==> config.mk <==
export PLATFORM = sky130hd
export DESIGN_NAME = lc3_regfile_banked
export DESIGN_NICKNAME = d
export VERILOG_FILES = /design/src/rtl/lc3_regfile_banked.sv
export SDC_FILE = /design/constraint.sdc
export NUM_CORES = 1
export LEC_CHECK = 0
export BUFFER_PORTS_ARGS = -buffer_cell sky130_fd_sc_hd__buf_2
export CORE_MARGIN = 1
export CORE_UTILIZATION = 46
export DETAILED_ROUTE_END_ITERATION = 6
export GPL_ROUTABILITY_DRIVEN = 0
export GPL_TIMING_DRIVEN = 0
export PLACE_DENSITY = 0.63
export SYNTH_ARGS = -nofsm -noshare
export SYNTH_HDL_FRONTEND = slang
export SYNTH_SLANG_ARGS = --single-unit
==> constraint.sdc <==
create_clock -name clk -period 1.7 [get_ports clk]
set_input_delay 0.085 -clock clk [delete_from_list [all_inputs] [get_ports clk]]
set_output_delay 0.085 -clock clk [all_outputs]
set_load 0.005 [all_outputs]
==> src/rtl/lc3_regfile_banked.sv <==
// lc3_regfile_banked: parametrised LC-3 register file with two combinational read ports,
// optional write bypass and a hardware user/supervisor stack-pointer bank swap.
module lc3_regfile_banked #(
    parameter int              DW       = 16,
    parameter int              NREG     = 8,
    parameter int              AW       = 3,
    parameter int              SP_IDX   = 6,
    parameter logic [DW-1:0]   SSP_INIT = 16'h3000,
    parameter bit              BYPASS   = 1'b1
) (
    input  logic          clk,
    input  logic          rst,
    input  logic          wr_en,
    input  logic [AW-1:0] wr_addr,
    input  logic [DW-1:0] wr_data,
    input  logic [AW-1:0] rd1_addr,
    input  logic [AW-1:0] rd2_addr,
    output logic [DW-1:0] rd1_data,
    output logic [DW-1:0] rd2_data,
    input  logic          sp_swap_req,
    input  logic          sp_swap_to_super,
    output logic          sp_swap_busy,
    output logic          sp_swap_done,
    output logic          priv,
    output logic          wr_conflict
);
    typedef enum logic [1:0] {IDLE, SAVE, LOAD} state_t;
    localparam logic [AW-1:0] SP = AW'(SP_IDX);
    state_t        state, state_nxt;
    logic [DW-1:0] regs [NREG];
    logic [DW-1:0] usp_shadow, ssp_shadow;
    logic          target, done_q, conflict_q, wr_drop, wr_ok;
    always_ff @(posedge clk or negedge rst)
        if (!rst) state <= IDLE;
        else      state <= state_nxt;
    always_comb begin
        state_nxt = (state == IDLE) ? ((sp_swap_req && sp_swap_to_super != priv) ? SAVE : IDLE)
                  : (state == SAVE) ? LOAD : IDLE;
    end
    always_comb begin
        sp_swap_busy = state != IDLE;
        sp_swap_done = done_q;
        wr_conflict  = conflict_q;
        wr_drop      = wr_en && wr_addr == SP && state != IDLE;
        wr_ok        = wr_en && !wr_drop;
    end
    // Only writes that actually land are forwarded; the internal LOAD write never is.
    assign rd1_data = (BYPASS && wr_ok && wr_addr == rd1_addr) ? wr_data : regs[rd1_addr];
    assign rd2_data = (BYPASS && wr_ok && wr_addr == rd2_addr) ? wr_data : regs[rd2_addr];
    always_ff @(posedge clk or negedge rst)
        if (!rst) begin
            for (int i = 0; i < NREG; i++) regs[i] <= '0;
            usp_shadow <= '0;
            ssp_shadow <= SSP_INIT;
            priv       <= 1'b0;
            target     <= 1'b0;
            done_q     <= 1'b0;
            conflict_q <= 1'b0;
        end else begin
            if (wr_ok) regs[wr_addr] <= wr_data;
            if (state == IDLE && state_nxt == SAVE) target <= sp_swap_to_super;
            if (state == SAVE) begin
                if (priv) ssp_shadow <= regs[SP];
                else      usp_shadow <= regs[SP];
            end
            if (state == LOAD) begin
                regs[SP] <= target ? ssp_shadow : usp_shadow;
                priv     <= target;
            end
            done_q     <= state == LOAD;
            conflict_q <= wr_drop;
        end
endmodule

* Yosys cells after proc, flatten, opt, wreduce, memory -nomap -nowiden
Cells that the tools add are included.
Word-level totals: bits in registers 166, input port bits 30, output and inout port bits 36, word-level logic and storage cells 61
Cells by class: magnitude comparators 4, eq/ne operators 7, muxes and demuxes 17, bitwise operators 4, reduce and logical (&&, ||, !) cells 14
Operators by type and width (number):
- $mux W16 | 9
- $bwmux W128 | 1
- $bmux W16 S3 | 2
- $demux W16 S3 | 1
- $mux W32 | 1
- $ge A4 B4 Y1 const B | 3
- $not A3 Y4 | 3
- $logic_and A1 B1 Y1 | 8
- $eq A3 B3 Y1 | 2
- $eq A2 B1 Y1 const B | 2
- $lt A4 B1 Y1 const B | 1
- $mux W2 | 2
- $reduce_and A2 Y1 | 2
- $reduce_bool A2 Y1 | 2
- $eq A3 B3 Y1 const B | 1
- $eq A2 B2 Y1 const B | 1
- $logic_not A2 Y1 | 1
- $logic_not A1 Y1 | 1
- $mux W1 | 1
- $ne A1 B1 Y1 | 1
- $not A1 Y1 | 1

* Logic depth before layout (Yosys ltp)
depth after elaboration 8, depth in mapped cells 7, gate-level depth less buffers 4

* Least setup slack after synthesis
No wires, ideal clock.
path type register to output, start register state[1], end output port rd1_data[10], data arrival time 1716 ps, data required time 1615 ps, path slack -101 ps, cell stages (with the launch flop) 6, buffers on the path 1, path through dfrtp_1 nor2_4 o31ai_4 nor4_4 buf_6 mux2_2
Between the ends: longest elaborated chain between the ends 6
Ends and longest elaborated chain:
- start: declaration | line 29 | state_t state, state_nxt;
- start signal: assignment | line 35 | else state <= state_nxt;
- $reduce_bool A2 Y1 | line 44 | wr_drop = wr_en && wr_addr == SP && state != IDLE;
- $logic_and A1 B1 Y1 | line 44
- $logic_not A1 Y1 | line 45 | wr_ok = wr_en && !wr_drop;
- $logic_and A1 B1 Y1 | line 45
- $logic_and A1 B1 Y1 | line 48 | assign rd1_data = (BYPASS && wr_ok && wr_addr == rd1_addr) ? wr_data : regs[rd1_addr];
- $mux W16 | line 48
- end: declaration | line 18 | output logic [DW-1:0] rd1_data,
No other way between the ends.

* Worst setup path after layout
start register regs[64] (netlist bit), end output port rd2_data[0]
Between the ends: longest elaborated chain between the ends 4
Ends and longest elaborated chain:
- start: declaration | line 30 | logic [DW-1:0] regs [NREG];
- start signal: indexed assignment | line 60 | if (wr_ok) regs[wr_addr] <= wr_data;
- start signal: indexed assignment | line 67 | regs[SP] <= target ? ssp_shadow : usp_shadow;
- $bmux W16 S3 | line 49 | assign rd2_data = (BYPASS && wr_ok && wr_addr == rd2_addr) ? wr_data : regs[rd2_addr];
- $mux W16 (not written as such) (2 in a row) | line 49
- $mux W16 | line 49
- end: declaration | line 19 | output logic [DW-1:0] rd2_data,
No other way between the ends. The select of a mux whose other input is x is not followed.

==> flow_summary.json <==
{
  "worst_pin_slew_ns": 0.837,
  "wirelength_mm": 22.7,
  "antenna_left": 0,
  "yosysWarnings": 0,
  "arrival_ns": 2.13,
  "place_inst": 888,
  "diodes": 0,
  "placed_cell_area_mm2": 0.00988,
  "io_buffers": 39,
  "ctsLongestPathBuffers": 2,
  "ios": 66,
  "synth_edf_count": 0,
  "cp.required_ns": 1.62,
  "clock_latency_ns": 0.43,
  "synth_nets": 613,
  "max_slew_margin_pct": 43.9,
  "cts-buffers-inserted": 17,
  "rrSetupSlack_ns": 0.08,
  "syn_avg_cell_area_um2": 16.0,
  "timing.setup.tns_ns": -13.63,
  "p_leak_uw": 0.00483,
  "powerDensity_mw_per_mm2": 1360,
  "clock_skew_ns": 0.0117,
  "cp_num_buf_inv": 1,
  "cts_tree": "yes",
  "drc": 0,
  "grt_pass1_vias": 6047,
  "synthTopCellsByArea": "dfrtp_1, mux2_2, mux4_1, mux4_2, a221o_1",
  "finalSetupViolCount": 32,
  "coreArea_mm2": 0.0197,
  "violations": "negative setup slack",
  "yosysUniqueCellTypes": 35,
  "drv_slew": 0,
  "cts_num_sinks": 166,
  "rows": 51,
  "whs_ns": 0.115,
  "max_freq_mhz": 452,
  "overflow": 0,
  "synth_area_mm2": 0.00932,
  "chipWidth_um": 144,
  "layout.cells.non_filler": 938,
  "dieArea_mm2": 0.0208,
  "clockPowerShare_pct": 27.3,
  "cts_root_buf": "clkbuf_16",
  "synth_common_cells": "mux2_2, dfrtp_1, mux4_1",
  "final.min_clock_period_ns": 2.21,
  "synth-seq-cells": 166,
  "drtPass1Iterations": 4,
  "seqPwrFrac_pct": 40.2,
  "path_delay_family": "multiplexers",
  "via_per_inst": 5.93,
  "finalHoldViolCount": 0,
  "antenna_found_initial": 0,
  "yosysTopAreaCell": "dfrtp_1",
  "vias": 5566,
  "cp-end-kind": "output port",
  "dr.first_iter.drc_count": 324,
  "grt_max_degree": 122,
  "dp_hpwl_mm": 15.2,
  "cpMaxStageDelayCell": "mux4_4",
  "switchingPower_uw": 4330,
  "ir_drop_uv": 721,
  "worstHoldPathType": "in -> reg",
  "worst-path-max-fanout": 3,
  "synth_top_cell_area_share_pct": 44.0,
  "slowest_delay_ns": 0.62,
  "initial_core_util_pct": 47.4,
  "syn_to_final_growth_pct": 18.4,
  "maxCapViolCount": 0,
  "drive_gt1_share_pct": 60.3,
  "status": "finished with violations",
  "syn_inst": 583,
  "worstPathCellList": "mux4_4 > mux2_4 > mux2_4 > buf_6",
  "path_clk_slew_ns": 0.07,
  "synthArstFlopShare_pct": 100,
  "grt_usage_pct": 23.6,
  "share_comb_of_total_power_pct": 32.5,
  "synth-seq-area-share_pct": 44.6,
  "synth.most_common_cell": "mux2_2",
  "path_common_cell": "mux2_4",
  "synth_flop_cell": "dfrtp_1",
  "fin_nets": 690,
  "grt_pass1_wl_mm": 35.3,
  "p_int_uw": 10700,
  "grt_setup_unrepaired": "true",
  "cts_htree_levels": 4,
  "fin_ws_ns": -0.512,
  "crit_type": "reg -> out",
  "final_area_mm2": 0.0110,
  "routedWlPerCell_um": 24.2,
  "startpoint_type": "flop",
  "p_sw_share_pct": 28.9,
  "fin_crit_sh_pct": 130,
  "die_h_um": 144
}
## sequential cells by signal (all words and copies together), names as in the netlist
register and count:
sp_swap_done 1, wr_conflict 1, regs 128, usp_shadow 16, state 2, priv 1
ssp_shadow 16, target 1
## stage by stage
stage	total power, uW	setup WS, ns	util (%)
after floorplan	8810	0.0365	-
after detailed placement	10200	-0.516	50.3
final	15000	-0.512	56.1
after global routing	15800	-0.551	56.1
after global placement	9920	-1.87	50.1
after CTS	14900	-0.516	55.8
## cell families (layout without fill, tap and decap cells)
family,Yosys count,in the layout,synth area share (%)
xor gates and xnor gates,7,7,0.658
muxes,288,288,44.3
and+or+nand+nor,41,41,3.01
DFF,166,166,44.6
AOI/OAI and AO/OA,20,20,2.12
buffers and inverters,61,151,5.36
## cells in the final DEF, fill, tap and decap left out, types with 6 or more instances in the layout
master / netlist / routed
mux4_2: 15 / 31
a221o_1: 16 / 16
clkbuf_8: 6 / 7
mux2_4: 0 / 33
mux4_1: 47 / 31
buf_2: 11 / 12
clkdlybuf4s18_2: 14 / 14
buf_4: 5 / 16
buf_6: 12 / 44
mux2i_1: 16 / 16
nor2_1: 17 / 17
clkbuf_16: 0 / 17
dfrtp_2: 0 / 9
dfrtp_1: 164 / 155
mux2_2: 208 / 175
xor2_1: 6 / 6
buf_8: 0 / 6
## power groups by stage
stage	registers, uW	logic (uW)	clock network [uW]
after global routing	6170	5240	4340
after CTS	6000	4740	4170
after floorplan	5710	3100	0
after detailed placement	6060	4120	0
final	6020	4870	4090
after global placement	5940	3980	0
## routing by layer
metal  vias up  track usage, %  part of all wire, %
li1       2410               -                    -
met1      2967            31.1                   42
met2       163            39.2                   51
met3        26            5.07                  5.0
met4         0            6.70                  1.8
met5         -               0                    0
## layout make-up
class / count / area (um^2)
Clock inverter: 14 / 188
Sequential cell: 166 / 4170
Fill cell: 1622 / 8620
Inverter: 2 / 10.0
Buffer: 59 / 544
Tap cell: 265 / 332
Multi-Input combinational cell: 356 / 4740
Timing Repair Buffer: 58 / 609
Clock buffer: 18 / 439
## worst reg2reg max path: stages (launching register included)
cell and delay, ns:
dfrtp_2 0.42, buf_4 0.15, nor4_4 0.36, nor2_4 0.11, buf_6 0.17, a221o_1 0.30
## final timing paths
| check | from | end | cells after the start |
|---|---|---|---|
| setup reg to reg | state[0] | regs[26] | 5 |
| hold reg to reg | ssp_shadow[2] | ssp_shadow[2] | 1 |
| setup / recovery | regs[64] | rd2_data[0] | 4 |
| max in group asynchronous | rst | regs[83] | 3 |
| hold / removal | wr_addr[1] | wr_conflict | 3 |
| min in group asynchronous | rst | usp_shadow[10] | 2 |
## timing repair
item | 4_1_cts | 5_1_grt
setup buffers | 9 | 3
gates cloned | 2 | 0
resized for setup | 96 | 31
endpoints found under the setup margin | 62 | 52
endpoints found under the hold margin | 47 | 0
hold buffers | 4 | 0
pin swaps | 5 | 3
Note: power is estimated with default switching activity, not from simulation.
